**config.mk**
```make
export PLATFORM = sky130hd
export DESIGN_NAME = operand_fetch_writeback_flat
export DESIGN_NICKNAME = d
export VERILOG_FILES = /design/src/rtl/operand_fetch_writeback_if.sv /design/src/rtl/operand_fetch_writeback.sv /design/src/flat_wrapper.sv
export SDC_FILE = /design/constraint.sdc
export NUM_CORES = 1
export LEC_CHECK = 0
export BUFFER_PORTS_ARGS = -buffer_cell sky130_fd_sc_hd__buf_2
export CORE_MARGIN = 4
export CORE_UTILIZATION = 50
export CTS_CLUSTER_DIAMETER = 100
export DETAILED_ROUTE_END_ITERATION = 6
export PLACE_DENSITY = 0.7
export SLEW_MARGIN = 20
export SYNTH_ARGS = -nofsm -noshare
export SYNTH_HDL_FRONTEND = slang
export SYNTH_SLANG_ARGS = --single-unit
```
**constraint.sdc**
```tcl
create_clock -name clk -period 4 [get_ports clk]
set_clock_uncertainty 0.05 [all_clocks]
set_input_delay 0.8 -clock clk [delete_from_list [all_inputs] [get_ports clk]]
set_output_delay 0.8 -clock clk [all_outputs]
set_load 0.1 [all_outputs]
```
**src/rtl/operand_fetch_writeback_if.sv**
```systemverilog
// Instruction handshake, ALU operand/result bus, writeback observation and
// debug read port of the operand fetch / writeback stage.
interface operand_fetch_writeback_if #(
    parameter int WIDTH = 16
);
    logic             in_valid;
    logic [WIDTH-1:0] in_instr;
    logic             in_ready;
    logic [WIDTH-1:0] alu_instr;
    logic [WIDTH-1:0] alu_rddata;
    logic [WIDTH-1:0] alu_rsdata;
    logic [WIDTH-1:0] alu_rmdata;
    logic [WIDTH-1:0] alu_n;
    logic [WIDTH-1:0] alu_result;
    logic             retire;
    logic             wb_en;
    logic [2:0]       wb_addr;
    logic [WIDTH-1:0] wb_data;
    logic [2:0]       dbg_addr;
    logic [WIDTH-1:0] dbg_data;

    modport slave (
        input  in_valid, in_instr, alu_result, dbg_addr,
        output in_ready, alu_instr, alu_rddata, alu_rsdata, alu_rmdata, alu_n,
               retire, wb_en, wb_addr, wb_data, dbg_data
    );

    modport master (
        output in_valid, in_instr, alu_result, dbg_addr,
        input  in_ready, alu_instr, alu_rddata, alu_rsdata, alu_rmdata, alu_n,
               retire, wb_en, wb_addr, wb_data, dbg_data
    );
endinterface

```
**src/rtl/operand_fetch_writeback.sv**
```systemverilog
// Operand fetch / writeback stage around a combinational ALU. Owns the 8x16
// register file and runs one instruction at a time: IDLE -> OPER -> WB.
module operand_fetch_writeback #(
    parameter int NREGS  = 8,
    parameter int WIDTH  = 16,
    parameter int NWIDTH = 5
) (
    input  logic                      clk,
    input  logic                      rst_n,
    operand_fetch_writeback_if.slave  bus
);

    typedef enum logic [1:0] {
        S_IDLE = 2'd0,
        S_OPER = 2'd1,
        S_WB   = 2'd2
    } state_t;

    state_t           state_q, state_d;
    logic [WIDTH-1:0] regs [NREGS];

    logic [WIDTH-1:0] alu_instr_p0;
    logic [WIDTH-1:0] alu_rddata_p0;
    logic [WIDTH-1:0] alu_rsdata_p0;
    logic [WIDTH-1:0] alu_rmdata_p0;
    logic [WIDTH-1:0] alu_n_p0;

    logic             wb_en_p1;
    logic [2:0]       wb_addr_p1;
    logic [WIDTH-1:0] wb_data_p1;

    logic             accept;

    function automatic logic is_writing(input logic [3:0] opcode);
        logic w;
        case (opcode)
            4'b1000, 4'b1001, 4'b1010, 4'b1011,
            4'b1100, 4'b1101, 4'b1110, 4'b1111,
            4'b0110, 4'b0111: w = 1'b1;
            default:          w = 1'b0;
        endcase
        return w;
    endfunction

    assign accept = (state_q == S_IDLE) && bus.in_valid;

    always_ff @(posedge clk or negedge rst_n) begin
        if (!rst_n) state_q <= S_IDLE;
        else        state_q <= state_d;
    end

    always_comb begin
        state_d = state_q;
        case (state_q)
            S_IDLE:  if (bus.in_valid) state_d = S_OPER;
            S_OPER:  state_d = S_WB;
            S_WB:    state_d = S_IDLE;
            default: state_d = S_IDLE;
        endcase
    end

    // Fetch: decode the accepted word and read all three source operands.
    always_ff @(posedge clk or negedge rst_n) begin
        if (!rst_n) begin
            alu_instr_p0  <= '0;
            alu_rddata_p0 <= '0;
            alu_rsdata_p0 <= '0;
            alu_rmdata_p0 <= '0;
            alu_n_p0      <= '0;
        end else if (accept) begin
            alu_instr_p0  <= bus.in_instr;
            alu_rddata_p0 <= regs[bus.in_instr[10:8]];
            alu_rsdata_p0 <= regs[bus.in_instr[7:5]];
            alu_rmdata_p0 <= regs[bus.in_instr[4:2]];
            alu_n_p0      <= {{(WIDTH-NWIDTH){1'b0}}, bus.in_instr[NWIDTH-1:0]};
        end
    end

    // Capture: the ALU output has settled by the end of OPER.
    always_ff @(posedge clk or negedge rst_n) begin
        if (!rst_n) begin
            wb_en_p1   <= 1'b0;
            wb_addr_p1 <= '0;
            wb_data_p1 <= '0;
        end else if (state_q == S_OPER) begin
            wb_en_p1   <= is_writing(alu_instr_p0[15:12]);
            wb_addr_p1 <= alu_instr_p0[10:8];
            wb_data_p1 <= bus.alu_result;
        end else if (state_q == S_WB) begin
            wb_en_p1   <= 1'b0;
        end
    end

    // Commit: the write lands on the edge that ends WB, before the next fetch edge.
    always_ff @(posedge clk or negedge rst_n) begin
        if (!rst_n) begin
            for (int i = 0; i < NREGS; i++) regs[i] <= '0;
        end else if (state_q == S_WB && wb_en_p1) begin
            regs[wb_addr_p1] <= wb_data_p1;
        end
    end

    assign bus.in_ready   = (state_q == S_IDLE);
    assign bus.retire     = (state_q == S_WB);
    assign bus.alu_instr  = alu_instr_p0;
    assign bus.alu_rddata = alu_rddata_p0;
    assign bus.alu_rsdata = alu_rsdata_p0;
    assign bus.alu_rmdata = alu_rmdata_p0;
    assign bus.alu_n      = alu_n_p0;
    assign bus.wb_en      = wb_en_p1;
    assign bus.wb_addr    = wb_addr_p1;
    assign bus.wb_data    = wb_data_p1;
    assign bus.dbg_data   = regs[bus.dbg_addr];

endmodule

```
**src/flat_wrapper.sv**
```systemverilog
// flat-port wrapper written by rule: the top's interface ports become plain ports
module operand_fetch_writeback_flat 
#(
    parameter int NREGS  = 8,
    parameter int WIDTH  = 16,
    parameter int NWIDTH = 5
)
  (clk, rst_n, bus_in_valid, bus_in_instr, bus_alu_result, bus_dbg_addr, bus_in_ready, bus_alu_instr, bus_alu_rddata, bus_alu_rsdata, bus_alu_rmdata, bus_alu_n, bus_retire, bus_wb_en, bus_wb_addr, bus_wb_data, bus_dbg_data);
  operand_fetch_writeback_if #(.WIDTH(WIDTH)) bus_i ();
  input  logic clk;
  input  logic rst_n;
  input wire logic [$bits(bus_i.in_valid)-1:0] bus_in_valid;
  input wire logic [$bits(bus_i.in_instr)-1:0] bus_in_instr;
  input wire logic [$bits(bus_i.alu_result)-1:0] bus_alu_result;
  input wire logic [$bits(bus_i.dbg_addr)-1:0] bus_dbg_addr;
  output wire logic [$bits(bus_i.in_ready)-1:0] bus_in_ready;
  output wire logic [$bits(bus_i.alu_instr)-1:0] bus_alu_instr;
  output wire logic [$bits(bus_i.alu_rddata)-1:0] bus_alu_rddata;
  output wire logic [$bits(bus_i.alu_rsdata)-1:0] bus_alu_rsdata;
  output wire logic [$bits(bus_i.alu_rmdata)-1:0] bus_alu_rmdata;
  output wire logic [$bits(bus_i.alu_n)-1:0] bus_alu_n;
  output wire logic [$bits(bus_i.retire)-1:0] bus_retire;
  output wire logic [$bits(bus_i.wb_en)-1:0] bus_wb_en;
  output wire logic [$bits(bus_i.wb_addr)-1:0] bus_wb_addr;
  output wire logic [$bits(bus_i.wb_data)-1:0] bus_wb_data;
  output wire logic [$bits(bus_i.dbg_data)-1:0] bus_dbg_data;
  assign bus_i.in_valid = bus_in_valid;
  assign bus_i.in_instr = bus_in_instr;
  assign bus_i.alu_result = bus_alu_result;
  assign bus_i.dbg_addr = bus_dbg_addr;
  assign bus_in_ready = bus_i.in_ready;
  assign bus_alu_instr = bus_i.alu_instr;
  assign bus_alu_rddata = bus_i.alu_rddata;
  assign bus_alu_rsdata = bus_i.alu_rsdata;
  assign bus_alu_rmdata = bus_i.alu_rmdata;
  assign bus_alu_n = bus_i.alu_n;
  assign bus_retire = bus_i.retire;
  assign bus_wb_en = bus_i.wb_en;
  assign bus_wb_addr = bus_i.wb_addr;
  assign bus_wb_data = bus_i.wb_data;
  assign bus_dbg_data = bus_i.dbg_data;
  operand_fetch_writeback #(.NREGS(NREGS), .WIDTH(WIDTH), .NWIDTH(NWIDTH)) u_core (.clk(clk), .rst_n(rst_n), .bus(bus_i));
endmodule
```
; ---- Yosys cells after proc, flatten, opt, wreduce, memory -nomap -nowiden
; Memory sizes are Yosys's and may differ from the RTL's.
; Cells that the tools add are included.
[word_totals]
regBits = 219
rom_bits = 16
input_bits = 38
out_inout_bits = 118
elab_cells = 56
memories = 1
[memory_table]
columns = name, words, width, rd, rd_clocked_by_memory_dff, wr, line_no
row1 = (name not given), 16, 1, 1, 0, 0, operand_fetch_writeback.sv:36  ; case (opcode)
[classes]
magnitude_cmp = 6
n_eq_ne = 3
n_mux = 19
bitwise = 5
n_reduce_logical = 5
[ops]
columns = cell, n
row1 = 16-bit binary-select mux with 3-bit select, 4
row2 = 16-bit two-way mux, 9
row3 = 128-bit bitwise mux, 1
row4 = 16-bit demux with 3-bit select, 1
row5 = "4-bit greater-or-equal comparator, second input constant", 5
row6 = 3-bit inverter with 4-bit output, 5
row7 = "4-bit by 1-bit < comparator with 1-bit output, second input constant", 1
row8 = 2-bit case mux with 2 select lines, 1
row9 = 1-bit logical AND, 3
row10 = "2-bit by 1-bit equality test with 1-bit output, second input constant", 1
row11 = "2-bit equality test, second input constant", 1
row12 = 2-bit logical NOT, 1
row13 = 1-bit two-way mux, 2
row14 = 2-bit two-way mux, 1
row15 = "2-bit inequality test, second input constant", 1
row16 = 2-bit nonzero test, 1

; ---- Logic depth before layout (Yosys ltp)
; Gate-level depths: netlist of run 1.
[depth]
depth_word = 6
ltp_mapped = 7
ltp_nobuf = 5

; ---- Worst setup path before layout of run 1
; No wires, ideal clock.
[synth_path]
path_kind = in2out
startpoint = in bus_dbg_addr[0]
endpoint = out bus_dbg_data[0]
t_arrival_ns = 2.239
setup_slack_ns = 0.911
stages = 4
n_path_buf = 2
cell_sequence = buf_2 > buf_2 > mux4_2 > mux2_2
[synth_between]
elab_chain_len = 4
[synth_rtl]
columns = item, line_no
row1 = from (decl), flat_wrapper.sv:15  ; input wire logic [$bits(bus_i.dbg_addr)-1:0] bus_dbg_addr;
row2 = 3-bit inverter with 4-bit output (not written as such), operand_fetch_writeback.sv:113  ; assign bus.dbg_data = regs[bus.dbg_addr];
row3 = 16-bit binary-select mux with 3-bit select, operand_fetch_writeback.sv:113
row4 = 16-bit two-way mux (not written as such) (2 in a row), operand_fetch_writeback.sv:113
row5 = to (decl), flat_wrapper.sv:26  ; output wire logic [$bits(bus_i.dbg_data)-1:0] bus_dbg_data;
; No other way between the ends. The select of a mux whose other input is x is not followed.

; ---- Worst setup path in the final report of run 1
[layout_path]
startpoint = in bus_dbg_addr[0]
endpoint = out bus_dbg_data[13]
; The elaborated chain is that of the path after synthesis.

==> results of run 1 <==
[cell usage in the layout, fill, tap and decap left out]
cell type	netlist	final
a21oi_1	1	1
a22o_1	43	43
buf_12	1	5
buf_2	25	143
buf_4	20	23
buf_8	0	1
bufinv_16	0	3
clkbuf_1	38	3
clkbuf_16	0	25
clkbuf_8	0	4
clkinv_2	0	7
clkinv_4	0	1
clkinvlp_4	0	2
conb_1	1	11
dfrtp_1	214	214
ha_1	4	4
inv_1	3	3
inv_6	0	1
mux2_2	264	264
mux2_4	11	11
mux2i_1	96	96
mux4_2	32	32
nand2_1	56	55
nand2_4	0	1
nand2b_1	6	6
nand3_2	1	1
nand3b_4	1	1
nor2_1	3	2
nor2_2	6	7
nor2b_1	3	3
o21ai_0	2	2
o22ai_1	44	44
o2bb2ai_1	10	10
o31ai_1	48	48
or3_1	2	1
or3_2	0	1
[stage by stage]
step | cells | instance area, um^2 | hold WS, ps
floorplan | 949 | 12200 | 454
global placement | 1352 | 13200 | 407
detailed placement | 1352 | 13200 | 411
CTS | 1398 | 14000 | 289
global route | 1398 | 14000 | 321
finish | 1398 | 14000 | 234
[flip-flops by register name, summed over array words and instances, names as in the netlist]
name,cells
u_core.bus.alu_instr,16
u_core.bus.alu_rddata,16
u_core.bus.alu_rmdata,16
u_core.bus.alu_rsdata,16
u_core.bus.wb_addr,3
u_core.bus.wb_data,16
u_core.bus.wb_en,1
u_core.regs,128
u_core.state_q,2
[final timing paths]
path	from	end	slack [ps]
setup / recovery	bus_dbg_addr[0]	bus_dbg_data[13]	780
hold / removal	rst_n	u_core.bus.alu_instr[13]	230
setup reg to reg	u_core.state_q[0]	u_core.regs[59]	1450
hold reg to reg	u_core.bus.alu_rddata[6]	u_core.bus.alu_rddata[6]	420
max in group asynchronous	rst_n	u_core.regs[87]	2750
min in group clk	u_core.bus.alu_rddata[6]	u_core.bus.alu_rddata[6]	420
[worst max-delay path: stages]
cell and delay [ps]:
buf_2 110, buf_12 280, mux4_2 540, mux2_2 310
buf_2 300
[kinds of logic after synthesis]
group,count (synthesis),share of synthesized area [%]
buf+inv,91,3.99
compound gates,148,9.15
mux,403,39.5
other cells,1,0.0308
simple gates,78,2.94
fa+ha+maj,4,0.411
flops,214,43.9
[layer usage]
metal / wire length [um] / up-vias
met5: 0 / -
met4: 937 / 0
met3: 2460 / 63
met2: 16000 / 349
met1: 14600 / 4437
li1: - / 3794
[layout make-up]
class,count,share of cell area [%]
clock buffer,32,4.94
clock inverter,14,1.13
inverter,3,0.0804
multi-input combinational,644,45.6
sequential,214,38.2
tap,319,2.85
timing repair buffer,172,7.16
==> impl_results.md, run 1 <==
- Vias per inst: between 6 and 7
- Vias: a little under 9k
- Skew-Pair Late Insertion Delay: roughly 530 ps
- Setup ws final: approximately 780 ps
- IO Pins: between 150 and 200
- Top post-synthesis cells by area: dfrtp_1 (44%), mux2_2 (24%), mux2i_1 (7.9%)
- Most numerous cell in the Yosys netlist: mux2_2
- Area grow syn2layout: 15.0%
- Worst slew pin tran: approximately 1100 ps
- Worst-path clk slew: around 50 ps
- Clk buf depth: 3
- Final hold vios: 0
- Area of the multi-input gates: 6390 um^2
- Final Max Slew Viols: 0
- Synth cell count leaders: mux2_2 (264), dfrtp_1 (214), mux2i_1 (96)
- Post-CTS Resized: 0
- Routability Congestion: slightly above 0.8
- GR Layer Usage met1: a little over a third
- Die width: between 150 and 200 um
- Crit end category: output pin
- WS Path Type: input pin to output pin
- Final period util: about four fifths
- Post-CTS setup buffers: 0
- Critical Path RT: about 3200 ps
- Post-synth top area share: 43.9%
- Die height: between 150 and 200 um
- FF+latch area: roughly 5400 um^2
- CP arrival: 2370 ps
- Nets: between 1k and 1.5k
- Hold buffers post-CTS: 0
- Yosys reg bits: around 210
- Largest net degree at the start of global routing: a little under 100
- EDFF count, synth: 0
- Status: complete, no violations
- Fmax: 310 MHz
- H-tree levels: 1
- DRC viols: 0
- CP max FO: 32
- Post-DP HPWL: ~20 mm
- Unrepaired setup endpoints after global routing: no
- R2R cell count: 6
- Asr flop ratio synth: 100%
- Initial Utilization: about half
- DP Worst Slack: 780 ps
- Yosys top cell by area: dfrtp_1
- CP Launch Type: input pin
- Full die area: 26900 um^2
- Mapped Avg Cell Area: about 13 um^2
- Relative slew slack: roughly a quarter
- Clk Tree Root Cell: clkbuf_16
- Yosys warning count: 0
- Core footprint: 23800 um^2
- Max Cap Violations: 0
- Initial antenna violation count: 0
- # fillers: 1967
- M2 GR Usage: about two fifths
- Final wirelength: between 30 and 40 mm
- Ant diodes: 0
- Top_reg_cell synth: dfrtp_1
- GRT overflow: 0
- Layout cell share with drive strength beyond 1: between 40 and 50%
- DRT iter0 DRCs: ~740
- Setup TNS: 0 ps
- CTS tree: done
- Sequential fraction of the synthesis area: between 40% and 50%
- Core Util, Final: 59.0%
- Final Setup Violations: 0
- GR Util met3: between 3 and 4%
- TritonCTS Buffers: 25
- Global-route wire length before repair: between 50 and 60 mm
- I/O Buffers: ~140
- Clk sink count: approximately 210
- Drt first pass iters: 5
- All-layer global routing usage: 25.3%
- Rows: 56
- Unique cell type count in the Yosys netlist: 28
- WL/cell: about 24 um
- Post-DRT Antenna Nets: 0
- Top Usage Layer GRT: met2
- Vias in the first global route: between 8k and 9k
- Syn Inst Count: between 900 and 1k
- Final min period: about 3200 ps
- HP Class: input pin to asynchronous set/reset pin
- Cell Area, Synth: 12200 um^2
Power of run 1 is not shown: default switching activity piles up to over one toggle a cycle in this logic, so the estimate is an artifact.
==> inputs of run 2 (changes only) <==
PLACE_DENSITY = 0.73   (was 0.7)
clock period = 2.8 ns   (was 4 ns; I/O delays follow)
==> impl_results.md, run 2 (synthesis results as in run 1) <==
- Final Max Slew Viols: 0
- Final min period: ~2700 ps
- Nets: about 1.1k
- Routability Congestion: approximately 0.84
- Vias: slightly below 9k
- Worst-path clk slew: 60 ps
- Initial Utilization: about 50%
- H-tree levels: 1
- Critical Path RT: roughly 2200 ps
- HP Class: input pin to flip-flop
- CTS tree: done
- Top reg by flops: u_core.regs
- Core footprint: about 24000 um^2
- Ant diodes: 0
- Layout cell share with drive strength beyond 1: around half
- Global-route wire length before repair: around 52 mm
- Final Setup Violations: 0
- Full die area: around 27000 um^2
- CP arrival: 2070 ps
- Skew-Pair Late Insertion Delay: ~500 ps
- # fillers: roughly 1.9k
- Unrepaired setup endpoints after global routing: no
- All-layer global routing usage: between 20% and 30%
- Clk Tree Root Cell: clkbuf_16
- CP max FO: 24
- Setup TNS: 0 ps
- Final period util: approximately 96%
- Area of the multi-input gates: 6390 um^2
- WS Path Type: input pin to output pin
- Die height: 164 um
- Post-CTS Resized: 0
- DRT iter0 DRCs: ~650
- Clk sink count: 214
- FF-to-FF Start: u_core.state_q[0]
- Worst slew pin tran: 794 ps
- Fmax: about 370 MHz
- DRC viols: 0
- GRT overflow: 0
- CP endpoint: bus_dbg_data[8]
- Largest net degree at the start of global routing: between 60 and 70
- WL/cell: roughly 24 um
- DP Worst Slack: 111 ps
- Final wirelength: around 33 mm
- Post-DP HPWL: 20.5 mm
- Final hold vios: 0
- Vias in the first global route: ~8.8k
- Worst Setup SP: bus_dbg_addr[0]
- Initial antenna violation count: 1
- Clk buf depth: 3
- Status: complete, no violations
- Die width: ~160 um
- CP Launch Type: input pin
- TritonCTS Buffers: 25
- Reg2reg end: u_core.bus.alu_rmdata[5]
- Most common cell after layout, fill and taps aside: mux2_2
- Reg-to-reg setup timing slack: 770 ps
- Setup ws final: 122 ps
- I/O Buffers: between 100 and 150
- Hold_ws: around 220 ps
- Vias per inst: between 6 and 7
- Max Cap Violations: 0
- Most frequent cells in the layout: mux2_2 (264), dfrtp_1 (214), buf_2 (143)
- Flip-flop count of the largest register after layout: 128
- Rows: 56
- Drt first pass iters: 4
- IO Pins: approximately 160
- FF+latch area: about 5400 um^2
- Crit end category: output pin
- Post-DRT Antenna Nets: 0
- R2R cell count: 5
- Area grow syn2layout: 16.2%
- Relative slew slack: between 40% and 50%
[run 2: changes by cell type in the layout (fill, tap and decap cells not counted), moves of 2 or more]
cell,change
buf_4,+2
clkbuf_8,+3
bufinv_16,+2
clkinv_2,-2
buf_12,+4
clkinvlp_4,-2
[run 2: worst max-delay path, stage by stage]
cell,delay [ps]
buf_2,120
buf_12,230
mux4_2,530
mux2_2,300
buf_2,300
[run 2: cell type report]
class | instances | share of cell area [%]
clock buffers | 34 | 5.08
clock inverters | 10 | 1.24
multi-input cells | 644 | 45.1
well taps | 319 | 2.82
inverters | 3 | 0.0795
flip-flops and latches | 214 | 37.8
repair buffers | 179 | 7.82
[run 2: how the worst min path moves through the flow]
stage | cells past startpoint | slack [ps] | to | start
6_report | 2 | 220 | u_core.bus.wb_data[8] | bus_alu_result[8]
5_1_grt | 2 | 220 | u_core.bus.wb_data[11] | bus_alu_result[11]
4_1_cts | 2 | 210 | u_core.bus.wb_data[8] | bus_alu_result[8]
3_5_place_dp | 2 | 420 | u_core.bus.alu_rddata[7] | u_core.bus.alu_rddata[7]
3_3_place_gp | 2 | 410 | u_core.bus.alu_rddata[0] | u_core.bus.alu_rddata[0]
2_1_floorplan | 0 | 210 | u_core.bus.alu_instr[0] | rst_n
[run 2: repair_timing]
item,4_1_cts,5_1_grt
setup endpoints to repair,0,0
buffers inserted,0,0
hold endpoints to repair,19,0
hold buffers,1,0
[run 2: routing by layer]
layer | vias up | track usage, % | share of wire [%]
met3 | 63 | 4.29 | 7.0
met1 | 4492 | 34.2 | 43
li1 | 3819 | - | -
met4 | 2 | 6.52 | 2.4
met2 | 314 | 39.8 | 47
met5 | - | 0 | 0.036
[run 2: stage by stage]
step	std cells	instance area, um^2	utilization (%)
2_1_floorplan	949	12200	-
3_5_place_dp	1358	13300	55.8
3_3_place_gp	1358	13300	55.8
5_1_grt	1403	14200	59.6
6_report	1403	14200	59.6
4_1_cts	1403	14200	59.6
Power of run 2 is left out for the same reason.
==> inputs of run 3 (changes only) <==
CAP_MARGIN = 20   (was not set)
GPL_TIMING_DRIVEN = 0   (was not set)
==> impl_results.md, run 3 (synthesis results as in run 1) <==
- Status: complete, no violations
- WL/cell: approximately 28 um
- Clk sink count: between 200 and 250
- CP Launch Type: input pin
- Hold_ws: around 210 ps
- Vias in the first global route: approximately 9.3k
- Core footprint: 23800 um^2
- Design area: between 10000 and 15000 um^2
- Worst Setup SP: bus_dbg_addr[1]
- Crit end category: output pin
- Cell repeated most along the worst path: buf_2
- Final hold vios: 0
- Setup ws final: between 10 and 15 ps
- Dpl cells: 1409
- Full die area: ~27000 um^2
- DRT iter0 DRCs: around 1.0k
- Final Setup Violations: 0
- Clk Tree Root Cell: clkbuf_16
- Vias per inst: between 6 and 7
- Final Max Slew Viols: 0
- TritonCTS Buffers: 26
- DP Worst Slack: -288 ps
- All-layer global routing usage: around 30%
- DP Area: ~13000 um^2
- HP Class: input pin to flip-flop
- Flip-flop count of the largest register after layout: between 100 and 150
- CP max FO: 10
- Critical Path RT: around 2200 ps
- Die height: about 160 um
- Initial Utilization: 51.3%
- Top reg by flops: u_core.regs
- Post-DP HPWL: around 26 mm
- GRT overflow: 0
- DRC viols: 0
- Slowest stage cell, crit path: clkbuf_2
- CTS tree: done
- LEAKAGE: about 0.0070 uW
- Global-route wire length before repair: approximately 58 mm
- Die width: ~160 um
- Skew-Pair Late Insertion Delay: around 530 ps
- Hold Crit Start: bus_alu_result[3]
- Post-CTS setup buffers: 0
- Max Cap Violations: 0
- Worst slew pin tran: around 1100 ps
- Core Util, Final: approximately three fifths
- Final wirelength: around 40 mm
- Fmax: 359 MHz
- Routability Congestion: between 0.9 and 1
- Clk buf depth: 3
- Largest net degree at the start of global routing: 100
- Most frequent cells in the layout: mux2_2 (264), dfrtp_1 (214), buf_2 (160)
- WS Path Type: input pin to output pin
- Most common cell after layout, fill and taps aside: mux2_2
- Post-layout instance count excluding filler cells: 1457
- Initial antenna violation count: 1
- CP cell instances: buf_2 -> clkbuf_2 -> mux4_2 -> mux2_2 -> buf_2
- Largest stage delay on the critical path: 460 ps
- Worst VDD drop: ~0.0010 V
- Pwr Density: roughly 1300 nW/um^2
- Rows: 56
- Ant diodes: 0
- Vias: about 9.3k
- CP arrival: about 2200 ps
- Worst-path clk slew: roughly 60 ps
- Nets: ~1.2k
- Area grow syn2layout: 17.2%
- Final min period: about 2800 ps
- Drt first pass iters: 7
- Layout cell share with drive strength beyond 1: 48.3%
- I/O Buffers: approximately 140
- FF-to-FF Start: u_core.state_q[0]
- Relative slew slack: roughly 29%
- Post-DRT Antenna Nets: 0
- Final period util: between 90% and 100%
- IO Pins: 156
- H-tree levels: 1
-- run 3: changes by cell type in the layout (fill, tap and decap cells not counted), moves of 5 or more --
cell	delta
buf_12	-8
bufinv_16	-5
buf_6	+6
buf_4	-5
clkbuf_1	+38
buf_2	+17
clkbuf_2	+5
-- run 3: final timing paths --
path / end / slack (ps) / cells past startpoint
setup / recovery: bus_dbg_data[3] / 10 / 5
hold / removal: u_core.bus.wb_data[3] / 210 / 2
setup reg to reg: u_core.regs[40] / 180 / 6
hold reg to reg: u_core.bus.alu_rmdata[5] / 420 / 2
max in group asynchronous: u_core.regs[74] / 980 / 4
min in group asynchronous: u_core.bus.alu_instr[12] / 490 / 2
-- run 3: cell type report --
cell class | instances | area [um^2]
Buffer | 88 | 500
Clock buffer | 44 | 840
Clock inverter | 3 | 18.8
Fill cell | 1947 | 9470
Inverter | 3 | 11.3
Multi-Input combinational cell | 644 | 6380
Sequential cell | 214 | 5360
Tap cell | 319 | 399
Timing Repair Buffer | 142 | 771
-- run 3: power breakdown --
| part | internal, uW | switching [uW] | total, uW |
|---|---|---|---|
| Combinational | 2570 | 7030 | 9600 |
| Clock | 2020 | 1290 | 3310 |
| Sequential | 4270 | 1460 | 5730 |
-- run 3: worst max-delay path: cells and delay by family --
kind / cells / cell delay [ps]
buffers and inverters: 3 / 920
muxes: 2 / 690
-- run 3: what timing repair did --
action	CTS	global route
setup endpoints to repair	16	16
hold endpoints to repair	58	0
resized for setup	7	4
hold buffers	1	0
-- run 3: through the flow --
step	power, uW	TNS, ps
3_3_place_gp	15100	-568710
3_5_place_dp	15300	-4290
2_1_floorplan	13300	0
5_1_grt	19400	-5.57
4_1_cts	18600	-0.941
6_report	18600	0
-- run 3: per-layer routing --
layer  up-vias  part of all wire, %  global-route usage [%]  routed length [um]
li1       3926                    -                       -                   -
met1      4674                   39                    38.8               15600
met2       552                   44                    43.9               17800
met3       127                   11                    9.36                4590
met4         2                  5.1                    14.6                2030
met5         -                0.032                       0                  13
Power figures use the tool's default switching activity.
